<file path="src/rtl/db_fsm_if.sv">
// Switch/debounce signal bundle between the sample ticker, the raw switch
// and the debounce FSM.
interface db_fsm_if;
    logic tick;
    logic sw;
    logic db_level;
    logic db_rise;
    logic db_fall;

    modport master (
        output tick,
        output sw,
        input  db_level,
        input  db_rise,
        input  db_fall
    );

    modport slave (
        input  tick,
        input  sw,
        output db_level,
        output db_rise,
        output db_fall
    );
endinterface

</file>
<file path="src/rtl/db_fsm.sv">
// Debounce FSM: synchronizes a raw switch and accepts a level change only after
// it has stayed stable across N_TICKS sample ticks; emits clean level plus edge strobes.
module db_fsm #(
    parameter int N_TICKS = 3,
    parameter int CW      = 4
) (
    input logic     clk,
    input logic     reset,
    db_fsm_if.slave bus
);

    typedef enum logic [1:0] {
        ZERO  = 2'b00,
        WAIT1 = 2'b01,
        ONE   = 2'b10,
        WAIT0 = 2'b11
    } state_t;

    localparam logic [CW-1:0] CNT_LOAD = CW'(N_TICKS);
    localparam logic [CW-1:0] CNT_ONE  = CW'(1);
    localparam logic [CW-1:0] CNT_ZERO = CW'(0);

    logic          sw_m;
    logic          sw_s;
    state_t        state_r;
    state_t        state_next_s;
    logic [CW-1:0] cnt_r;
    logic [CW-1:0] cnt_next_s;
    logic          level_r;
    logic          level_next_s;
    logic          rise_r;
    logic          rise_next_s;
    logic          fall_r;
    logic          fall_next_s;

    // Two-flop synchronizer for the asynchronous switch input.
    always_ff @(posedge clk or negedge reset) begin
        if (!reset) begin
            sw_m <= 1'b0;
            sw_s <= 1'b0;
        end else begin
            sw_m <= bus.sw;
            sw_s <= sw_m;
        end
    end

    // State, counter and registered outputs.
    always_ff @(posedge clk or negedge reset) begin
        if (!reset) begin
            state_r <= ZERO;
            cnt_r   <= CNT_ZERO;
            level_r <= 1'b0;
            rise_r  <= 1'b0;
            fall_r  <= 1'b0;
        end else begin
            state_r <= state_next_s;
            cnt_r   <= cnt_next_s;
            level_r <= level_next_s;
            rise_r  <= rise_next_s;
            fall_r  <= fall_next_s;
        end
    end

    // Next-state logic; a mismatch always beats a tick in the same cycle.
    always_comb begin
        state_next_s = state_r;
        cnt_next_s   = cnt_r;
        level_next_s = level_r;
        rise_next_s  = 1'b0;
        fall_next_s  = 1'b0;
        case (state_r)
            ZERO: begin
                level_next_s = 1'b0;
                if (sw_s) begin
                    state_next_s = WAIT1;
                    cnt_next_s   = CNT_LOAD;
                end else begin
                    state_next_s = ZERO;
                end
            end
            WAIT1: begin
                level_next_s = 1'b0;
                if (!sw_s) begin
                    state_next_s = ZERO;
                end else if (bus.tick && (cnt_r == CNT_ONE)) begin
                    state_next_s = ONE;
                    level_next_s = 1'b1;
                    rise_next_s  = 1'b1;
                end else if (bus.tick) begin
                    cnt_next_s = cnt_r - CNT_ONE;
                end else begin
                    state_next_s = WAIT1;
                end
            end
            ONE: begin
                level_next_s = 1'b1;
                if (!sw_s) begin
                    state_next_s = WAIT0;
                    cnt_next_s   = CNT_LOAD;
                end else begin
                    state_next_s = ONE;
                end
            end
            WAIT0: begin
                level_next_s = 1'b1;
                if (sw_s) begin
                    state_next_s = ONE;
                end else if (bus.tick && (cnt_r == CNT_ONE)) begin
                    state_next_s = ZERO;
                    level_next_s = 1'b0;
                    fall_next_s  = 1'b1;
                end else if (bus.tick) begin
                    cnt_next_s = cnt_r - CNT_ONE;
                end else begin
                    state_next_s = WAIT0;
                end
            end
            default: begin
                state_next_s = ZERO;
                cnt_next_s   = CNT_ZERO;
                level_next_s = 1'b0;
            end
        endcase
    end

    assign bus.db_level = level_r;
    assign bus.db_rise  = rise_r;
    assign bus.db_fall  = fall_r;

endmodule
</file>
<file path="src/flat_wrapper.sv">
// flat-port wrapper written by rule: the top's interface ports become plain ports
module db_fsm_flat 
#(
    parameter int N_TICKS = 3,
    parameter int CW      = 4
)
  (clk, reset, bus_tick, bus_sw, bus_db_level, bus_db_rise, bus_db_fall);
  db_fsm_if bus_i ();
  input logic clk;
  input logic reset;
  input wire logic [$bits(bus_i.tick)-1:0] bus_tick;
  input wire logic [$bits(bus_i.sw)-1:0] bus_sw;
  output wire logic [$bits(bus_i.db_level)-1:0] bus_db_level;
  output wire logic [$bits(bus_i.db_rise)-1:0] bus_db_rise;
  output wire logic [$bits(bus_i.db_fall)-1:0] bus_db_fall;
  assign bus_i.tick = bus_tick;
  assign bus_i.sw = bus_sw;
  assign bus_db_level = bus_i.db_level;
  assign bus_db_rise = bus_i.db_rise;
  assign bus_db_fall = bus_i.db_fall;
  db_fsm #(.N_TICKS(N_TICKS), .CW(CW)) u_core (.clk(clk), .reset(reset), .bus(bus_i));
endmodule
</file>
<file path="config.mk">
export PLATFORM = sky130hd
export DESIGN_NAME = db_fsm_flat
export DESIGN_NICKNAME = d
export VERILOG_FILES = /design/src/rtl/db_fsm_if.sv /design/src/rtl/db_fsm.sv /design/src/flat_wrapper.sv
export SDC_FILE = /design/constraint.sdc
export NUM_CORES = 1
export LEC_CHECK = 0
export ABC_AREA = 1
export CAP_MARGIN = 5
export CORE_UTILIZATION = 25
export CTS_CLUSTER_DIAMETER = 80
export DETAILED_ROUTE_END_ITERATION = 7
export PLACE_DENSITY = 0.49
export SYNTH_ARGS = -nofsm -noshare
export SYNTH_HDL_FRONTEND = slang
export SYNTH_SLANG_ARGS = --single-unit
</file>
<file path="constraint.sdc">
create_clock -name clk -period 2.66 [get_ports clk]
set_clock_uncertainty 0.15 [all_clocks]
set_input_delay 0.532 -clock clk [delete_from_list [all_inputs] [get_ports clk]]
set_output_delay 0.532 -clock clk [all_outputs]
set_load 0.01 [all_outputs]
</file>
==> reports/results.txt, run 1 <==
Walking the worst path, the cells encountered are clkdlybuf4s50_1. The area of the core was 0.001962 sq mm; the non-filler instance count after layout was 92. For the number of H-tree branching levels, the log shows 1. For the CTS buffer count, the log shows 3.

The worst hold path was traced through 0 stages. The utilization after layout is 0.3253. The startpoint identified for the worst register-to-register timing path is u_core.cnt_r[0]. After detailed routing, the total wire length is 747 um. The count of unique library cells instantiated by Yosys was 12. The first routing iteration left 11 violations.

The number of flops mapped to enable cells by yosys was 0; the met3 usage was 0.04528. A synthesized cell averages 9.395 sq um. The number of setup buffers added after CTS is 0. For the net count of the mapped netlist, the log shows 61.

The run gives 55 as the gate count of the mapped netlist. The mapped netlist covers 516.7 sq um. The count of state elements after synthesis was 11; the number of nets in the layout was 72.

Share of layout cells above drive strength 1: 0.1846. The type of the worst min-delay path was reg2reg. For the largest net degree at the start of global routing, the log shows 12. The final-layout worst hold slack was 0.2026 ns. In the post-synthesis netlist, the biggest area contributors are dfrtp_1 (53%), nand2_1 (12%), nand3_4 (6.8%).

Clock latency on the worst-skew pair, taken at its later pin, is 0.26 ns. The number of input and output port buffers inserted was 6. In this run the critical register-to-register path is captured at u_core.cnt_r[3]. For the pin with the worst max-slew slack, the measured transition is 0.5187 ns. The worst setup path is launched from a flop. Yosys printed 0 warnings. The wire length of the first global-routing pass is 1.124 mm. The dominant synthesized flop cell was dfrtp_1.

The worst stage delay on the critical path is 0.52 ns, and the peak fanout along the critical path is 1. The portion of the clock cycle consumed by the worst path in the final layout is 0.6724. The clock slew at the register clock pins of the worst setup and hold paths is 0.07 ns. The global routing usage summed across all routing layers is 0.08235. The number of iterations in the first detailed-routing pass was 4; the total leakage power was 0.0003271 uW.

Starting density of the core: 0.2634. Hold repair after CTS inserted 0 buffers. The ratio of routed vias to standard cells is 3.663, and the post-route setup TNS is 0 ns. The floorplan step defined a die boundary enclosing 0.002253 sq mm.

After detailed routing, the average wire length per cell comes to 8.120 um. In this run, placement finished with an instance count of 88. For the worst setup path, the data arrival time is 1.11 ns. The number of clock sinks seen by CTS is 11. Sequential standard cell area: 275.3 sq um.

The tools report the final number of max-transition violations as 0. The critical path capture point type is a primary output. Routability-driven placement finished with a final weighted congestion of 0.6390.

The horizontal die dimension came out at 47.47 um. The run gives 0.08219 as the global-route track usage on met2. For the count of cells resized by post-cts repair, the log shows 0.

0 antenna diodes ended up in the layout. The time the worst path needs with I/O delays and setup was 1.789 ns. Derived from the worst setup path, the maximum achievable clock frequency is 559.1 MHz.

The depth of the worst register-to-register path was 5; the total number of vias was 337. The startpoint identified for the worst hold timing path is u_core.sw_m. After filler insertion, the fill cell instance count of the layout stands at 226.

TritonCTS built the clock tree. The met1 track utilization from global routing is 0.1186. The run gives 0 as the remaining antenna violation count after routing. The count of buffering cells on the critical path with inverters included came out at 1. The kind of cell with the highest combined delay along the critical path is buffers and inverters. The placed wire-length estimate was 552.2 um. CTS placed an instance of clkbuf_4 at the clock tree root. In the final layout, the multi-input gates occupy 203.9 sq um. In this run the register-to-register setup slack is 1.31 ns. The global routing's busiest layer was met1. The run finished with clean final reports. The category of the most critical setup path was reg2out.

Number of core rows: 16. STA puts the critical path data required time at 1.98 ns. Async set or reset register ratio after synthesis: 1.000. Setup violations remaining at the end of the flow were counted as 0. The total power after layout was 641.4 uW; the layout overhead on the synthesized area was 23.49%. Among all stages on the critical path, the largest delay is contributed by clkdlybuf4s50_1. The number of antenna violations at the first check in global routing was 0; the power density over the cells was 1005 mW/mm^2.

After synthesis, the most frequently instantiated cells are nand2_1 (17), dfrtp_1 (11), inv_1 (9). Across the run, the number of max-cap violations was 0. In this run the vertical extent of the chip is 47.47 um. The worst hold path terminates at u_core.sw_s.

The synthesized design spends more area on one cell type than any other, namely dfrtp_1. VDD sags by at most 0.0003447 V. For the count of pins on the block boundary, the log shows 7.

nand2_1 is the most common cell in the netlist. The final-report hold violation count was 0; the top-area cell type share of the netlist area was 0.5327. The logs give 0 for the residual DRC count and 0.6531 for the remaining max-slew budget at the tightest pin.

The run gives 235 as the number of global-route vias before repair. After global routing the overflow that remains totals 0. Setup repair after global routing left no endpoint under its margin.

The run gives 0.5327 as the sequential element share of the synthesized area. For the maximum number of buffers from clock root to sink, the log shows 2.
==> per-stage QoR <==
step                setup slack (ns)  instance area, sq um
floorplan                      1.410                 516.7
CTS                           0.8592                 638.1
global placement              0.9079                 610.6
finish                        0.8714                 638.1
global route                  0.8026                 638.1
detailed placement            0.8880                 610.6
==> registers in the layout, indices dropped and copies added (netlist names) <==
signal,cells
u_core.sw_m,1
u_core.state_r,2
u_core.sw_s,1
u_core.cnt_r,4
u_core.bus.db_rise,1
u_core.bus.db_fall,1
u_core.bus.db_level,1
==> final cells by class <==
cell class	instances	area share
sequential	11	0.4314
multi-input combinational	34	0.3196
timing repair buffer	6	0.09412
inverter	10	0.05882
tap	27	0.05294
clock buffer	3	0.03529
clock inverter	1	0.007843
==> placed cells by master (no fill, tap or decap) <==
master,count
nand2_1,17
dfrtp_1,11
inv_1,9
clkdlybuf4s50_1,6
nor2_1,4
o21ai_2,4
clkbuf_4,3
nand3_4,2
o21ai_0,2
ha_1,2
nand2_2,1
inv_2,1
xor2_1,1
nand3_1,1
clkinv_2,1
==> power breakdown <==
| group | internal (uW) | switching (uW) | total [uW] |
|---|---|---|---|
| combinational | 108 | 150 | 257 |
| clock | 55.5 | 56.8 | 112 |
| sequential | 221 | 51.0 | 272 |
| total | 384 | 257 | 641 |
==> routing by layer <==
layer	share of wire	vias up
met5	0	-
met3	0.055	0
met4	0	0
met1	0.54	140
met2	0.41	8
li1	-	189
==> logic make-up (layout without fill, tap and decap cells) <==
group           Yosys count  count (layout)  share of synthesized area
compound gates            6               6                    0.08716
xor+xnor                  1               1                    0.01695
fa+ha+maj                 2               2                    0.04842
buf+inv                  10              20                    0.07263
flops                    11              11                     0.5327
simple gates             25              25                     0.2421
==> how the worst max path moves through the flow <==
stage                   startpoint         endpoint  slack (ns)  cells past startpoint
6_report       u_core.bus.db_level     bus_db_level        0.87                      1
5_1_grt        u_core.bus.db_level     bus_db_level        0.80                      1
4_1_cts        u_core.bus.db_level     bus_db_level        0.86                      1
3_5_place_dp              bus_tick  u_core.cnt_r[0]        0.89                      7
3_3_place_gp              bus_tick  u_core.cnt_r[2]        0.91                      7
2_1_floorplan      u_core.cnt_r[0]  u_core.cnt_r[3]        1.41                      5
(Power assumes the default switching activity.)
==> inputs of run 2 (changes only) <==
- clock period: 2.66 -> 1.7 ns (I/O delays scaled with it)
==> reports/results.txt, run 2 (synthesized netlist as in run 1, its figures left out) <==
The run finished with clean final reports. The placed wire-length estimate is 561.3 um. For this run, the detailed router's first-pass iteration total came to 4.

Category of the most critical setup path: reg2out. For this block, the initial DRC count from the detailed router was 5. The worst hold path begins at u_core.sw_m.

The die footprint was 0.002253 sq mm. For this design the static power due to leakage is 0.0003271 uW. In this run the vertical extent of the chip is 47.47 um.

The sum of overflow across all layers after global routing was 0; the number of buffers added to fix hold violations after cts was 0. The run gives 1 as the number of H-tree branching levels. The tools report the finished layout cell area as 638.1 sq um. In this run the count of I/O pins placed on the die edge is 7. The tools report the clock latency reported for the late side of the worst-skew pair as 0.26 ns. The number of global-route vias before repair is 254, and the portion of total power attributed to combinational logic is 0.404. The maximum number of buffers from clock root to sink was 2.

The global routing usage summed across all routing layers is 0.07795. After clock tree synthesis, the clock-pin slew on the worst setup and hold paths is 0.07 ns. The signal on the critical path passes through clkdlybuf4s50_1.

The run gives 3 as the CTS buffer count. In this run the cell area measured after placement is 610.6 sq um. The cell count after placement was 88; the routed wire length was 759 um. The weighted congestion reported at the end of routability-driven placement is 0.6868, and the internal power component is 601.2 uW. The portion of total power attributed to the clock network was 0.173; the final-report hold violation count was 0. The tools report the remaining max-slew budget at the tightest pin as 0.6621. The tools report the remaining antenna violation count after routing as 0. The tree is rooted in a clkbuf_4.

The worst stage delay on the critical path was 0.52 ns; the wire length of the first global-routing pass was 1.138 mm. The cell with the largest stage delay on the worst path was clkdlybuf4s50_1. The cell family contributing the most delay on the critical path is buffers and inverters. The critical path capture point type is a primary output.

In the final routed layout, each cell accounts on average for 8.250 um. Counting instances, the worst hold path has a depth of 0. The worst register-to-register path has a setup slack of 0.37 ns. In this run the power density over the cells is 1568 mW/mm^2. The total power after layout came out at 1001 uW.

The endpoint identified for the worst register-to-register timing path is u_core.cnt_r[2]. TritonCTS built the clock tree. The number of nets in the layout came out at 72. The largest registers in the layout are u_core.cnt_r: 4 flops, u_core.state_r: 2 flops.

The number of setup buffers added after CTS came out at 0. The worst register-to-register path begins at u_core.cnt_r[0]. Horizontal die dimension: 47.47 um.

Number of core rows: 16. The run gives 399.3 uW as the net switching power of the design. The count of cells resized by post-cts repair is 0, and the peak fanout along the critical path is 1.

For the max-cap violation count, the log shows 0. The post-route setup TNS is 0 ns, and the number of flip-flops in the largest register is 4. The number of setup violations in the final report was 0; the total number of vias was 348.

The number of antenna violations at the first check in global routing was 0; the achievable frequency was 627.3 MHz. Leaving out fill and tap cells, the most frequent cells in the layout are nand2_1 (17), dfrtp_1 (11), inv_1 (9). The worst-case IR drop observed on VDD is 0.0004342 V. For the final number of max-transition violations, the log shows 0.

Most frequent standard cell in the layout excluding fill and tap cells: nand2_1. The tree built by TritonCTS fans out to 11 sinks. Entering global routing, the biggest net connects 12 pins. The area of the core is 0.001962 sq mm. In this run the worst setup path begins at u_core.bus.db_level.

The destination of the worst hold path was u_core.sw_s. Buffers placed on the I/O ports in this run total 6. Portion of the clock cycle consumed by the worst path in the final layout: 0.9377. The logs give 0.422 for the part of the total power dissipated in sequential elements and 1.10 ns for the arrival time at the worst endpoint. The residual DRC count came out at 0. The time the worst path needs with I/O delays and setup came out at 1.594 ns.

u_core.cnt_r holds more flip-flops than any other register. STA classifies the critical path startpoint as a flop. Setup repair after global routing left no endpoint under its margin.

The layout overhead on the synthesized area came out at 23.49%. The finished layout holds 92 standard cells, fillers aside. The data required time at the worst endpoint came out at 1.21 ns.

The share of layout cells above drive strength 1 was 0.1846; the transition time at the pin with the least slew margin was 0.5052 ns. The type of the worst min-delay path was reg2reg. The count of buffering cells on the critical path with inverters included is 1. Dividing the detail-routed via count by the number of cells gives 3.783. Net switching share of the total power: 0.3991. The depth of the worst register-to-register path works out to 5. The antenna diode count was 0. The starting density of the core was 0.2634.
## run 2: cell counts in the layout (fill, tap and decap cells not counted)
Identical to the previous run, type by type.
## run 2: how the worst max path moves through the flow
| stage | endpoint | slack (ns) | cells after the start |
|---|---|---|---|
| 2_1_floorplan | u_core.cnt_r[3] | 0.45 | 5 |
| 6_report | bus_db_level | 0.11 | 1 |
| 3_5_place_dp | u_core.cnt_r[2] | 0.12 | 7 |
| 5_1_grt | bus_db_level | 0.05 | 1 |
| 4_1_cts | bus_db_level | 0.1 | 1 |
| 3_3_place_gp | u_core.cnt_r[2] | 0.13 | 7 |
## run 2: power groups by stage
stage / Clock [uW] / Sequential [uW] / Combinational [uW]
final: 173 / 422 / 405
after global routing: 196 / 433 / 477
after CTS: 180 / 423 / 415
after detailed placement: 0 / 428 / 411
after global placement: 0 / 429 / 408
after floorplan: 0 / 417 / 323
## run 2: metal layers
metal	wire [um]	part of all wire	vias up	global-route usage
li1	-	-	189	-
met1	386	0.51	149	0.1153
met2	315	0.42	8	0.08767
met3	44	0.058	2	0.04528
met4	12	0.016	0	0.03429
met5	0	0	-	0
## run 2: stage by stage
stage	util	hold WS, ns	setup WS, ns
floorplan	-	-0.1056	0.4500
global placement	0.3112	0.1848	0.1296
detailed placement	0.3112	0.1856	0.1151
CTS	0.3253	0.2034	0.09512
global route	0.3253	0.2139	0.04502
finish	0.3253	0.1996	0.1058
## run 2: final cells by class
| class | count | area, sq um |
|---|---|---|
| clock buffer | 3 | 22.52 |
| clock inverter | 1 | 5.005 |
| fill | 230 | 1324 |
| inverter | 10 | 37.54 |
| multi-input combinational | 34 | 203.9 |
| sequential | 11 | 275.3 |
| tap | 27 | 33.78 |
| timing repair buffer | 6 | 60.06 |
==> patch 1 (settings of run 1) <==
`CW` is set to 4 in 2 places; all go to 8.
--- a/src/rtl/db_fsm.sv
+++ b/src/rtl/db_fsm.sv
@@ -3,5 +3,5 @@
 module db_fsm #(
     parameter int N_TICKS = 3,
-    parameter int CW      = 4
+    parameter int CW      = 8
 ) (
     input logic     clk,
--- a/src/flat_wrapper.sv
+++ b/src/flat_wrapper.sv
@@ -3,5 +3,5 @@
 #(
     parameter int N_TICKS = 3,
-    parameter int CW      = 4
+    parameter int CW      = 8
 )
   (clk, reset, bus_tick, bus_sw, bus_db_level, bus_db_rise, bus_db_fall);
Formal check against the unedited RTL: no difference found for any inputs over 10 cycles, from zero or initial values and one cycle with reset low; that may be too few to reach the edited logic, so the function may still have changed.
==> patch 1 against run 1 <==
  * Wire length grew 90%
  * First-iteration DRC count grew 55%
  * Synthesized area grew 67%
  * Sequential cell count grew 4
  * Total power grew 74%
  * Sequential share of layout area shrank 5.8 points
  * Global-route usage grew 1.8 points
  * Fmax shrank 1.2%
  * Count of clock-buffer cells in the layout is the same
  * Largest power group is now combinational cells
  * Final area grew 58%
  * Highest routed layer is now met4
  * Setup slack lost 22 ps
==> patch 1: results (changes against run 1) <==
GRT
  – Largest net degree at the start of global routing: 16 (+4)
  – M2 GR Usage: 0.159 (+0.0764)
  – GR Util met3: 0.0256 (-0.0197)
  – Met1 Usage GRT: 0.121 (+0.00277)
  – Global-route wire length before repair: 2590 um (+130%)
  – Global-route usage over all layers: 0.0999 (+0.0176)
  – Vias in the first global route: 632 (+170%)

Synthesis
  – Adder-cell share of the synthesized area: 0.0290 (-0.0194)
  – Commonest cells post-synth: nand2_1 (26), dfrtp_1 (15), inv_1 (11), nor2_1 (11), nand3_1 (10)
  – Synth area leaders: dfrtp_1 (43%), nand2_1 (11%), nand3_1 (5.8%), nand2_4 (5.2%), inv_1 (4.8%)
  – Seq/Total Area, Yosys: 0.435 (-0.0979)
  – Netlist cell types: 22 (+10)
  – Syn_nets: 104 (+70%)
  – Compound-Gate Fraction of Synth Area: 0.0304 (-0.0567)
  – Xor/xnor cell area share of the yosys netlist: 0.0203 (+0.00334)
  – Avg Synthesized Cell Area: 8.81 sq um (-6.2%)
  – Async SR Flop Fraction: 1.00 (unchanged)

Cells and area
  – Layout Cells excl Fill: 152 (+65%)
  – Largest regs: u_core.cnt_r (8), u_core.state_r (2)
  – Diode count: 0 (unchanged)
  – Share of post-route cells with drive strength above 1: 0.157 (-0.0272)
  – Nets: 115 (+60%)

Setup path
  – R2r setup slk: 1130 ps (-180 ps)
  – Worst setup endpoint: bus_db_rise
  – Reg-to-reg startpoint: u_core.cnt_r[1]$_DFFE_PN0P_
  – Reg2reg path depth: 9 (+4)
  – R2r endpoint: u_core.cnt_r[5]$_DFFE_PN0P_
  – CP arrival: 1130 ps (+20 ps)
  – Crit path launch: u_core.bus.db_rise$_DFF_PN0_

Pwr
  – Cell Int Power: 585 uW (+52%)
  – Leakage: 0.494 nW (+51%)
  – Switching Fraction: 0.475 (+0.0735)
  – Clock Power Share: 0.110 (-0.065)
  – Part of the power in registers: 0.342 (-0.082)
  – VDD IR-drop max: 0.240 mV (-30%)

Placed design
  – Area after DPL: 978 sq um (+60%)
  – Pre-CTS WS: 822 ps (-66.0 ps)
  – Post-DP HPWL: 1170 um (+110%)
  – Gpl congestion: 0.758 (+19%)

Route
  – First drt pass iteration count: 5 (+1)
  – Met3 Routed Length: 23 um (-44%)
  – Number of DRC markers in iteration 0: 17 (+6)
  – DR WL/cell: 9.32 um (+15%)
  – Met2 wire len: 678 um (+120%)
  – Top sig layer: met4
  – M1 wire length: 688 um (+72%)
  – Via density: 4.17 (+14%)

STA
  – Final period utilization: 0.681 (+0.00815)
  – Slew @ Worst Pin: 650 ps (+131 ps)
  – Minimum hold slack: 206 ps (+3.32 ps)

Run status
  – Outcome: completed

Clock network
  – Longest Clk Path Bufs: 2 (unchanged)
  – H-tree depth: 1 (unchanged)
  – Clk slew on worst S/H paths: 90 ps (+20 ps)

Hold path
  – Worst Hold Path EP: u_core.sw_s$_DFF_PN0_
-- patch 1: changes by cell type after synthesis, moves of 2 or more --
cell     change
o21ai_0      -2
nand2_4      +4
nor2_8       +2
nor2_1       +7
nand2_1      +9
nand4_1      +2
inv_1        +2
nand3_1      +9
dfrtp_1      +4
nor2_4       +2
o21ai_2      -3
-- patch 1: cell families (layout without fill, tap and decap cells) --
| logic type | Yosys count | count (layout) |
|---|---|---|
| compound gates | 4 | 4 |
| xor+xnor | 2 | 2 |
| fa+ha+maj | 2 | 2 |
| buf+inv | 12 | 22 |
| flops | 15 | 15 |
| simple gates | 63 | 63 |
-- patch 1: layout make-up --
cell class | instances | area [sq um]
clock buffer | 3 | 22.5
clock inverter | 1 | 5.00
fill | 348 | 2150
inverter | 12 | 45.0
multi-input combinational | 71 | 443
sequential | 15 | 375
tap | 44 | 55.1
timing repair buffer | 6 | 60.1
==> patch 2 (config.mk and constraints of run 1) <==
Without the edit above. The 4 states of `state_t` get a one-hot encoding in 4 bits.
--- a/src/rtl/db_fsm.sv
+++ b/src/rtl/db_fsm.sv
@@ -10,9 +10,9 @@
 );
 
-    typedef enum logic [1:0] {
-        ZERO  = 2'b00,
-        WAIT1 = 2'b01,
-        ONE   = 2'b10,
-        WAIT0 = 2'b11
+    typedef enum logic [3:0] {
+        ZERO  = 4'b0001,
+        WAIT1 = 4'b0010,
+        ONE   = 4'b0100,
+        WAIT0 = 4'b1000
     } state_t;
 
Function: no difference found for any inputs over 10 cycles, from zero or initial values and one cycle with reset low; not proved beyond that.
==> patch 2 against run 1 <==
  * Critical path depth is the same
  * Synthesized area grew 34%
  * Register-to-register slack lost 220 ps
  * Sequential cell count grew 2
  * Fmax shrank 1.9%
  * Final area grew 28%
  * Synthesized cell count grew 49%
  * Wire length grew 52%
  * Total power grew 6.2%
  * Setup slack lost 34 ps
==> patch 2: results (changes against run 1) <==
STA
  – Minimum hold slack: 206 ps (+3.37 ps)
  – Max_slew headroom: 0.604 (-0.0493)
  – Tmin final: 1820 ps (+33.7 ps)

Pwr
  – Leakage: 0.450 nW (+38%)
  – VDD IR-drop max: 0.314 mV (-9.0%)
  – Switching Fraction: 0.394 (-0.00733)

Placed design
  – Post-DP HPWL: 898 um (+63%)
  – Area after DPL: 788 sq um (+29%)
  – Pre-CTS WS: 720 ps (-168 ps)

Cells and area
  – Sequential fraction of total cell area: 0.400 (-0.0311)
  – Count of plain and timing-repair buffers: 6 (unchanged)
  – Largest regs: u_core.cnt_r (4), u_core.state_r (4)
  – Fillers: 268 (+19%)
  – Layout Cells excl Fill: 122 (+33%)
  – Final non-clock buffer share: 0.0736 (-0.0205)
  – Signal inverters: 14 (+4)
  – Multi-input logic portion of the cell area: 0.382 (+0.0623)
  – Share of post-route cells with drive strength above 1: 0.207 (+0.0219)
  – FFs & Latches: 13 (+2)
  – Layout Utilization: 0.321 (-0.00470)
  – Nets: 99 (+38%)
  – Final clock-cell share: 0.0337 (-0.00939)

Route
  – DR WL/cell: 9.31 um (+15%)
  – Via density: 4.16 (+13%)
  – Top sig layer: met4
  – Met2 wire len: 488 um (+60%)
  – Number of DRC markers in iteration 0: 7 (-4)
  – Met3 Routed Length: 24 um (-41%)

Synthesis
  – Netlist cell types: 24 (+12)
  – Compound-Gate Fraction of Synth Area: 0.0435 (-0.0437)
  – Xor/xnor cell area share of the yosys netlist: 0.0254 (+0.00841)
  – Synth area leaders: dfrtp_1 (43%), nand2_1 (11%), inv_1 (7.1%), nand2_2 (6.3%), dfstp_2 (3.8%)
  – Seq/Total Area, Yosys: 0.473 (-0.0599)
  – Adder-cell share of the synthesized area: 0.0362 (-0.0122)
  – Avg Synthesized Cell Area: 8.42 sq um (-10%)
  – Syn_nets: 88 (+44%)

Setup path
  – R2r endpoint: u_core.bus.db_level$_DFF_PN0_
  – CP arrival: 1140 ps (+30 ps)
  – Reg-to-reg startpoint: u_core.cnt_r[1]$_DFFE_PN0P_

Run status
  – Outcome: completed

GRT
  – Vias in the first global route: 488 (+110%)
  – Global-route usage over all layers: 0.0940 (+0.0117)
  – Largest net degree at the start of global routing: 14 (+2)
[patch 2: cell types whose count changed after synthesis, moves of 2 or more]
cell / run 1 / this run
nor2_2: 0 / 2
nand3_4: 2 / 0
nand3_1: 1 / 4
inv_1: 9 / 13
o21ai_2: 4 / 0
nand2_1: 17 / 21
nand2_2: 1 / 7
[patch 2: worst reg2reg max path: stages, from the launching register on]
cell and delay [ps]:
dfrtp_1 390, inv_1 100, ha_1 170, nand4_1 180, a21boi_0 310, o211ai_1 140
[patch 2: worst max path at each step]
stage / startpoint / to / depth (start not counted)
6_report: u_core.bus.db_rise$_DFF_PN0_ / bus_db_rise / 1
5_1_grt: u_core.bus.db_fall$_DFF_PN0_ / bus_db_fall / 1
4_1_cts: u_core.bus.db_rise$_DFF_PN0_ / bus_db_rise / 1
3_5_place_dp: bus_tick / u_core.bus.db_level$_DFF_PN0_ / 4
3_3_place_gp: bus_tick / u_core.bus.db_level$_DFF_PN0_ / 4
2_1_floorplan: u_core.cnt_r[1]$_DFFE_PN0P_ / u_core.bus.db_level$_DFF_PN0_ / 5
[patch 2: layer usage]
| metal | GRT usage | up-vias |
|---|---|---|
| met3 | 0.0250 | 4 |
| met1 | 0.119 | 228 |
| met4 | 0.0513 | 0 |
| li1 | - | 271 |
| met2 | 0.144 | 4 |
| met5 | 0 | - |
[patch 2: power groups by stage]
stage | clock (mW) | sequential, mW | combinational, mW
2_1_floorplan | 0 | 0.273 | 0.235
3_3_place_gp | 0 | 0.279 | 0.289
3_5_place_dp | 0 | 0.279 | 0.287
4_1_cts | 0.127 | 0.274 | 0.289
5_1_grt | 0.136 | 0.279 | 0.328
6_report | 0.122 | 0.274 | 0.286
